$ cat src/rtl/basic_op_server.sv
// Shared G.729 basic-op responder: round-robin arbiter feeding a 3-stage L_mult/mult/L_mac pipeline.
// Define BASIC_OP_MSU_EN to serve opcode 11 as L_msu; otherwise it completes with result 0.
module basic_op_server #(
  parameter int NUM_REQ = 4,
  parameter int PTR_W   = 2
) (
  input  logic                  clk,
  input  logic                  reset,
  input  logic [NUM_REQ-1:0]    req,
  input  logic [2*NUM_REQ-1:0]  op,
  input  logic [16*NUM_REQ-1:0] var_a,
  input  logic [16*NUM_REQ-1:0] var_b,
  input  logic [32*NUM_REQ-1:0] acc_c,
  output logic [NUM_REQ-1:0]    gnt,
  output logic [NUM_REQ-1:0]    done,
  output logic [31:0]           result,
  output logic                  overflow
);

  localparam logic [1:0]           OP_LMULT = 2'b00;
  localparam logic [1:0]           OP_MULT  = 2'b01;
  localparam logic [1:0]           OP_LMAC  = 2'b10;
  localparam logic [PTR_W:0]       NREQ     = (PTR_W+1)'(NUM_REQ);
  localparam logic [PTR_W-1:0]     LAST     = PTR_W'(NUM_REQ-1);
  // Only 0x8000*0x8000 produces this product; it is the sole L_mult/mult overflow case.
  localparam logic signed [31:0]   P_MIN_SQ = 32'sh4000_0000;

  // All arithmetic helpers return {overflow, value}.
  function automatic logic [32:0] sat32(input logic signed [32:0] s);
    if (s[32] != s[31]) return {1'b1, (s[32] ? 32'h8000_0000 : 32'h7FFF_FFFF)};
    return {1'b0, s[31:0]};
  endfunction

  function automatic logic [32:0] sat16(input logic signed [31:0] t);
    if (t > 32'sd32767)  return {1'b1, 32'h0000_7FFF};
    if (t < -32'sd32768) return {1'b1, 32'hFFFF_8000};
    return {1'b0, {16{t[15]}}, t[15:0]};
  endfunction

  function automatic logic [32:0] l_mult(input logic signed [31:0] p);
    if (p == P_MIN_SQ) return {1'b1, 32'h7FFF_FFFF};
    return {1'b0, p[30:0], 1'b0};
  endfunction

  function automatic logic [32:0] mult_r(input logic signed [31:0] p);
    return sat16(p >>> 15);
  endfunction

  function automatic logic [32:0] l_add(input logic signed [31:0] x, input logic signed [31:0] y);
    return sat32(33'(x) + 33'(y));
  endfunction

`ifdef BASIC_OP_MSU_EN
  localparam logic [1:0] OP_LMSU = 2'b11;

  function automatic logic [32:0] l_sub(input logic signed [31:0] x, input logic signed [31:0] y);
    return sat32(33'(x) - 33'(y));
  endfunction
`endif

  logic [PTR_W-1:0]    ptr_q, ptr_d, gnt_id;
  logic [PTR_W:0]      idx_w;
  logic                gnt_any;
  logic [NUM_REQ-1:0]  gnt_d;

  logic                vld_p1_q, vld_p2_q;
  logic [1:0]          op_p1_q, op_p2_q;
  logic signed [15:0]  a_p1_q, b_p1_q;
  logic signed [31:0]  c_p1_q, c_p2_q;
  logic [PTR_W-1:0]    id_p1_q, id_p2_q;
  logic signed [31:0]  p_p2_q;

  logic [32:0]         lm_p2;
  logic [31:0]         res_d, result_q;
  logic                ovf_d, ovf_q;
  logic [NUM_REQ-1:0]  done_d, done_q;

  always_comb begin
    gnt_d   = '0;
    gnt_id  = '0;
    gnt_any = 1'b0;
    idx_w   = '0;
    for (int k = 0; k < NUM_REQ; k++) begin
      idx_w = {1'b0, ptr_q} + (PTR_W+1)'(k);
      if (idx_w >= NREQ) idx_w = idx_w - NREQ;
      if (!gnt_any && req[idx_w[PTR_W-1:0]]) begin
        gnt_any = 1'b1;
        gnt_id  = idx_w[PTR_W-1:0];
      end
    end
    if (!reset) gnt_any = 1'b0;
    if (gnt_any) gnt_d[gnt_id] = 1'b1;
  end

  always_comb begin
    ptr_d = ptr_q;
    if (gnt_any) ptr_d = (gnt_id == LAST) ? '0 : gnt_id + PTR_W'(1);
  end

  always_ff @(posedge clk or negedge reset) begin
    if (!reset) begin
      ptr_q    <= '0;
      vld_p1_q <= 1'b0;
      vld_p2_q <= 1'b0;
      done_q   <= '0;
      result_q <= '0;
      ovf_q    <= 1'b0;
    end else begin
      ptr_q    <= ptr_d;
      vld_p1_q <= gnt_any;
      vld_p2_q <= vld_p1_q;
      done_q   <= done_d;
      if (vld_p2_q) begin
        result_q <= res_d;
        ovf_q    <= ovf_d;
      end
    end
  end

  // Stage 1: capture the granted client's opcode and operands
  always_ff @(posedge clk) begin
    if (gnt_any) begin
      op_p1_q <= op[2*gnt_id +: 2];
      a_p1_q  <= var_a[16*gnt_id +: 16];
      b_p1_q  <= var_b[16*gnt_id +: 16];
      c_p1_q  <= acc_c[32*gnt_id +: 32];
      id_p1_q <= gnt_id;
    end
  end

  // Stage 2: signed 16x16 product
  always_ff @(posedge clk) begin
    if (vld_p1_q) begin
      p_p2_q  <= 32'(a_p1_q) * 32'(b_p1_q);
      op_p2_q <= op_p1_q;
      c_p2_q  <= c_p1_q;
      id_p2_q <= id_p1_q;
    end
  end

  // Stage 3: op-specific shift / saturate / accumulate
  always_comb begin
    lm_p2  = l_mult(p_p2_q);
    res_d  = '0;
    ovf_d  = 1'b0;
    done_d = '0;
    case (op_p2_q)
      OP_LMULT: {ovf_d, res_d} = lm_p2;
      OP_MULT:  {ovf_d, res_d} = mult_r(p_p2_q);
      OP_LMAC: begin
        {ovf_d, res_d} = l_add(c_p2_q, lm_p2[31:0]);
        ovf_d = ovf_d | lm_p2[32];
      end
`ifdef BASIC_OP_MSU_EN
      OP_LMSU: begin
        {ovf_d, res_d} = l_sub(c_p2_q, lm_p2[31:0]);
        ovf_d = ovf_d | lm_p2[32];
      end
`endif
      default: begin
        res_d = '0;
        ovf_d = 1'b0;
      end
    endcase
    if (vld_p2_q) done_d[id_p2_q] = 1'b1;
  end

  assign gnt      = gnt_d;
  assign done     = done_q;
  assign result   = result_q;
  assign overflow = ovf_q;

endmodule

$ cat config.mk
export PLATFORM = sky130hd
export DESIGN_NAME = basic_op_server
export DESIGN_NICKNAME = d
export VERILOG_FILES = /design/src/rtl/basic_op_server.sv
export SDC_FILE = /design/constraint.sdc
export NUM_CORES = 1
export LEC_CHECK = 0
export BUFFER_PORTS_ARGS = -buffer_cell sky130_fd_sc_hd__buf_2
export CAP_MARGIN = 0
export CORE_UTILIZATION = 54
export DETAILED_ROUTE_END_ITERATION = 8
export HOLD_SLACK_MARGIN = 0.15
export MAX_ROUTING_LAYER = met4
export PLACE_DENSITY = 0.79
export SLEW_MARGIN = 20
export SYNTH_ARGS = -nofsm -noshare
export SYNTH_HDL_FRONTEND = slang
export SYNTH_SLANG_ARGS = --single-unit
$ cat constraint.sdc
create_clock -name clk -period 6 [get_ports clk]
set_input_delay 0.9 -clock clk [delete_from_list [all_inputs] [get_ports clk]]
set_output_delay 0.9 -clock clk [all_outputs]
set_load 0.02 [all_outputs]
==> impl_metrics.json, run 1 <==
{
  "arrival_ns": 6.47,
  "grt_use_total_pct": 32.52,
  "h-tree-depth": 4,
  "preCtsSetupSlack_ns": -0.4541,
  "ys_warn_count": 0,
  "core_sq_um": 36790,
  "yosys-top-cells-area": "fa_1 (26%), edfxtp_1 (20%), nand2_1 (7.7%)",
  "final.setup.worst_slack_ns": -0.2656,
  "initial_core_util_pct": 55.15,
  "setup_viol": 8,
  "max_slew_margin_pct": 41.17,
  "layout_commonest_cell": "nand2_1",
  "crit_chain": "buf_6, and2_4, fa_2, buf_6, fa_2, fa_2, fa_1, fa_1, inv_1, fa_1, inv_1, ha_4, nand4_1, buf_4, nor3_2, a2111o_1, a21o_1, o2111ai_4, a31oi_2, o21a_1, nor2_1, xnor2_1",
  "routedWlPerCell_um": 19.34,
  "rows": 70,
  "synth_top_area_cell": "fa_1",
  "port_buffers": 310,
  "syn_area_per_cell_sq_um": 8.984,
  "worst_ep_required_time_ns": 6.21,
  "vias": 17550,
  "critPathMaxFanout": 4,
  "hold_buffers": 0,
  "worst_setup_path_end_kind": "register",
  "drive_gt1_share_pct": 24.09,
  "critPathBufInv": 5,
  "outcome": "finished, violations left",
  "ys_async_sr_fraction_pct": 23.16,
  "worst_path_max_delay_cell": "fa_2",
  "use_met2_pct": 53.86,
  "fin_nets": 3299,
  "clk_path_buf_depth": 2,
  "grt_pass1_vias": 17710,
  "cpLargestDelayFamily": "adder cells",
  "violations": "negative setup slack",
  "clk_pin_slew_ns": 0.08,
  "drt_first_pass_iters": 7,
  "finalCritPeriodShare_pct": 104.4,
  "clockRootBuffer": "clkbuf_16",
  "insertion_delay_ns": 0.46,
  "via_per_inst": 5.601,
  "worst_pin_slew_ns": 0.8825,
  "yosys.cell_types.count": 62,
  "timing.clock.skew_ns": 0.01402,
  "path_class": "register to register",
  "hold_viol": 0,
  "die-area_sq_um": 38350,
  "postSynthCellCount": 2258,
  "grt_use_met1_pct": 40.93,
  "grt_pass1_wl_um": 93470,
  "hp-class": "input port to async pin",
  "drc": 0,
  "slowest_delay_ns": 0.60,
  "grt_overflow": 0,
  "dominantRegCellSynth": "edfxtp_1",
  "ys_ff_latch": 177,
  "fin_hold_ws_ns": 0.2556,
  "drt_iter0_drc": 1437,
  "final_cell_mix": "nand2_1 (416), inv_1 (315), buf_2 (310), fa_1 (246), buf_4 (151)",
  "max_cap_violations": 0,
  "grt_max_degree": 94,
  "rsz0062_at_grt": "true",
  "ios": 311,
  "grt_busiest_layer": "met2",
  "finalWeightedCongestion": 1.022,
  "drt-total-wl_um": 60580,
  "cts_sinks": 177,
  "slew_violations": 0,
  "syn_to_final_growth_pct": 20.91,
  "use_met3_pct": 3.885,
  "syn-num-nets": 2909,
  "synth.cell_area_sq_um": 20290,
  "antenna_found_initial": 3,
  "timing.fmax_mhz": 159.6,
  "start_kind": "register",
  "cts_buffers": 17,
  "die_h_um": 195.8,
  "antenna_left": 0,
  "cts_tree": "done",
  "period_needed_ns": 6.266,
  "hpwl_um": 47700,
  "synth_top_area_share_pct": 25.95,
  "die_w_um": 195.8,
  "seq_area_frac_synth_pct": 25.19,
  "synth_edf_count": 136
}
==> flip-flops by register name, indices dropped and copies added (netlist names), 4 cells and up <==
name and cells:
b_p1_q 16, done 4, p_p2_q 32, c_p1_q 32, result 32, a_p1_q 16
c_p2_q 32
==> path summary, 6_finish.rpt <==
| path | cells past startpoint | startpoint | end | slack, ns |
|---|---|---|---|---|
| hold / removal | 1 | reset | ptr_q[0]$_DFFE_PN0P_ | 0.26 |
| max in group asynchronous | 2 | reset | vld_p1_q$_DFF_PN0_ | 4.95 |
| min in group clk | 0 | c_p1_q[10]$_DFFE_PP_ | c_p2_q[10]$_DFFE_PP_ | 0.42 |
| setup reg to reg | 22 | b_p1_q[3]$_DFFE_PP_ | p_p2_q[31]$_DFFE_PP_ | -0.27 |
| hold reg to reg | 0 | c_p1_q[10]$_DFFE_PP_ | c_p2_q[10]$_DFFE_PP_ | 0.42 |
| setup / recovery | 22 | b_p1_q[3]$_DFFE_PP_ | p_p2_q[31]$_DFFE_PP_ | -0.27 |
==> synth_stat cells (3+ instances only) <==
master and number:
nand2_1 418, inv_1 340, fa_1 263, edfxtp_1 136, and2_1 132, ha_1 118, nor2_1 104, clkbuf_1 101
a21oi_1 76, a31oi_1 75, and3_1 74, dfrtp_1 41, o21ai_0 40, xnor2_1 39, a21o_1 27, nor2b_1 24
o21ai_1 21, or2_2 20, o211ai_1 18, xor2_1 18, nand3_1 15, o22ai_1 14, nor3_1 12, o21bai_1 12
o221ai_1 12, nand2b_1 10, nor4_1 10, nand4_1 9, o21a_1 9, a211oi_1 7, buf_2 7, o31ai_1 5
a2111oi_0 4, mux2i_1 4, a2111o_1 3, a211o_1 3, a41oi_1 3, nor3b_1 3
==> per-layer routing <==
metal / up-vias / routed length, um
met5: - / 0
li1: 8108 / -
met4: 0 / 2290
met1: 8514 / 24870
met3: 135 / 4064
met2: 792 / 29360
==> kinds of logic after synthesis <==
| logic type | Yosys count | share of synthesized area [%] |
|---|---|---|
| mux | 4 | 0.1974 |
| buf+inv | 452 | 8.443 |
| compound gates | 348 | 11.10 |
| flops | 177 | 25.19 |
| fa+ha+maj | 381 | 33.23 |
| xor+xnor | 58 | 2.541 |
| simple gates | 838 | 19.30 |
==> final cells by class <==
cell class / instances / area (sq um)
Antenna cell: 4 / 10.01
Clock buffer: 17 / 425.4
Clock inverter: 15 / 163.9
Fill cell: 2797 / 12260
Inverter: 341 / 1282
Multi-Input combinational cell: 1629 / 13980
Sequential cell: 177 / 5111
Tap cell: 468 / 585.6
Timing Repair Buffer: 482 / 2965
==> per-stage QoR <==
step | area (sq um) | std cells | setup TNS, ns | utilization, %
floorplan | 20300 | 2258 | -0.009312 | -
global placement | 23080 | 3059 | -1.396 | 62.75
detailed placement | 23080 | 3059 | -2.870 | 62.75
CTS | 24270 | 3124 | -0.04072 | 65.99
global route | 24530 | 3132 | -3.131 | 66.67
finish | 24530 | 3133 | -1.190 | 66.68
==> what timing repair did <==
item | 4_1_cts | 5_1_grt
gates resized for setup | 90 | 44
setup buffers | 34 | 5
pin swaps | 68 | 35
endpoints found under the setup margin | 13 | 14
Power of run 1 is left out: the tool's default activity adds up to more than one toggle a clock period on the data nets, which glitch-free logic cannot reach.
==> inputs of run 2 (changes only) <==
--- a/config.mk
+++ b/config.mk
@@ -12,6 +12,7 @@
 export HOLD_SLACK_MARGIN = 0.15
 export MAX_ROUTING_LAYER = met4
 export PLACE_DENSITY = 0.79
+export SKIP_LAST_GASP = 1
 export SLEW_MARGIN = 20
 export SYNTH_ARGS = -nofsm -noshare
 export SYNTH_HDL_FRONTEND = slang
==> impl_metrics.json, run 2 (same netlist as run 1, synthesis figures left out) <==
{
  "die-area_sq_um": 38350,
  "hp-class": "input port to async pin",
  "final_cells": 3135,
  "max_slew_margin_pct": 40.59,
  "syn_to_final_growth_pct": 21.25,
  "drt_first_pass_iters": 7,
  "layout_commonest_cell": "nand2_1",
  "worst_path_max_delay_cell": "fa_2",
  "die_w_um": 195.8,
  "drive_gt1_share_pct": 24.85,
  "reg2reg_from": "b_p1_q[2]$_DFFE_PP_",
  "core_sq_um": 36790,
  "clk_pin_slew_ns": 0.07,
  "worst_pin_slew_ns": 0.8911,
  "rows": 70,
  "cp_common_cell": "fa_1",
  "worst_setup_path_end_kind": "register",
  "drt_iter0_drc": 1532,
  "antenna_left": 0,
  "slowest_delay_ns": 0.60,
  "hpwl_um": 47700,
  "final.setup.worst_slack_ns": -0.2826,
  "path_class": "register to register",
  "rsz0062_at_grt": "true",
  "finalWeightedCongestion": 1.022,
  "critPathMaxFanout": 5,
  "initial_core_util_pct": 55.15,
  "antenna_found_initial": 3,
  "cts_tree": "done",
  "slew_violations": 0,
  "drc": 0,
  "timing.clock.skew_ns": 0.01436,
  "hold_viol": 0,
  "setup_viol": 9,
  "worst_ep_required_time_ns": 6.21,
  "drt-total-wl_um": 60820,
  "grt_use_total_pct": 32.52,
  "routedWlPerCell_um": 19.40,
  "finalCritPeriodShare_pct": 104.7,
  "arrival_ns": 6.49,
  "cts_buffers": 17,
  "rrSetupSlack_ns": -0.28,
  "fin_nets": 3302,
  "period_needed_ns": 6.283,
  "preCtsSetupSlack_ns": -0.4541,
  "clockRootBuffer": "clkbuf_16",
  "grt_max_degree": 94,
  "h-tree-depth": 4,
  "grt_overflow": 0,
  "insertion_delay_ns": 0.46,
  "die_h_um": 195.8,
  "placed_area_sq_um": 23080,
  "port_buffers": 310,
  "final_cell_mix": "nand2_1 (413), inv_1 (311), buf_2 (311), fa_1 (246), buf_4 (150)",
  "clk_path_buf_depth": 2,
  "final_area_sq_um": 24600,
  "start_kind": "register",
  "dp_cells": 3059,
  "vias": 17550,
  "outcome": "finished, violations left",
  "cts_sinks": 177,
  "rr_worst_depth": 22,
  "via_per_inst": 5.597,
  "grt_pass1_vias": 17710,
  "hold_buffers": 0,
  "violations": "negative setup slack",
  "max_cap_violations": 0,
  "ios": 311,
  "grt_pass1_wl_um": 93490,
  "timing.fmax_mhz": 159.2,
  "reg2reg_to": "p_p2_q[31]$_DFFE_PP_",
  "crit_chain": "buf_6, nand2_2, inv_2, fa_2, buf_6, fa_2, fa_1, fa_1, fa_1, inv_2, fa_1, inv_2, ha_4, nand4_1, nor3_2, a2111o_1, a21o_1, o2111ai_4, a31oi_2, o21a_1, nor2_1, xnor2_1"
}
==> run 2: worst max-delay path: cells and delay by family (launching register included) <==
kind	cells	cell delay, ns
compound gates	5	1.23
buf+inv	5	0.42
fa+ha+maj	7	3.39
flops	1	0.42
xor+xnor	1	0.08
simple gates	4	0.50
==> run 2: how the worst max path moves through the flow <==
stage | from | end | slack, ns | cells after the start
finish | b_p1_q[2]$_DFFE_PP_ | p_p2_q[31]$_DFFE_PP_ | -0.28 | 22
global route | b_p1_q[2]$_DFFE_PP_ | p_p2_q[31]$_DFFE_PP_ | -0.42 | 23
CTS | a_p1_q[9]$_DFFE_PP_ | p_p2_q[31]$_DFFE_PP_ | -0.04 | 21
detailed placement | b_p1_q[3]$_DFFE_PP_ | p_p2_q[31]$_DFFE_PP_ | -0.45 | 20
global placement | b_p1_q[3]$_DFFE_PP_ | p_p2_q[30]$_DFFE_PP_ | -0.32 | 24
floorplan | a_p1_q[15]$_DFFE_PP_ | p_p2_q[31]$_DFFE_PP_ | -0.009 | 22
==> run 2: stage by stage <==
| step | hold WS (ns) | utilization (%) | TNS [ns] |
|---|---|---|---|
| finish | 0.2555 | 66.87 | -1.272 |
| CTS | 0.2341 | 65.97 | -0.06650 |
| floorplan | 0.4003 | - | -0.009312 |
| global route | 0.2401 | 66.87 | -3.115 |
| global placement | 0.4041 | 62.75 | -1.396 |
| detailed placement | 0.4045 | 62.75 | -2.870 |
==> run 2: layout make-up <==
cell class | instances | area, sq um
Sequential cell | 177 | 5111
Fill cell | 2794 | 12190
Inverter | 341 | 1282
Multi-Input combinational cell | 1629 | 14020
Clock buffer | 17 | 425.4
Clock inverter | 15 | 163.9
Antenna cell | 3 | 7.507
Tap cell | 468 | 585.6
Timing Repair Buffer | 485 | 2997
==> run 2: what timing repair did <==
item / in CTS / in global routing
pin swaps: 67 / 62
gates cloned: 0 / 1
resized for setup: 86 / 69
buffers inserted: 34 / 13
endpoints found under the setup margin: 13 / 14
==> run 2: metal layers <==
| layer | wire (um) | global-route usage (%) |
|---|---|---|
| met5 | 0 | - |
| met3 | 4013 | 3.885 |
| met4 | 2237 | 12.62 |
| met2 | 29740 | 53.86 |
| met1 | 24830 | 40.94 |
Power of run 2 is left out for the same reason.
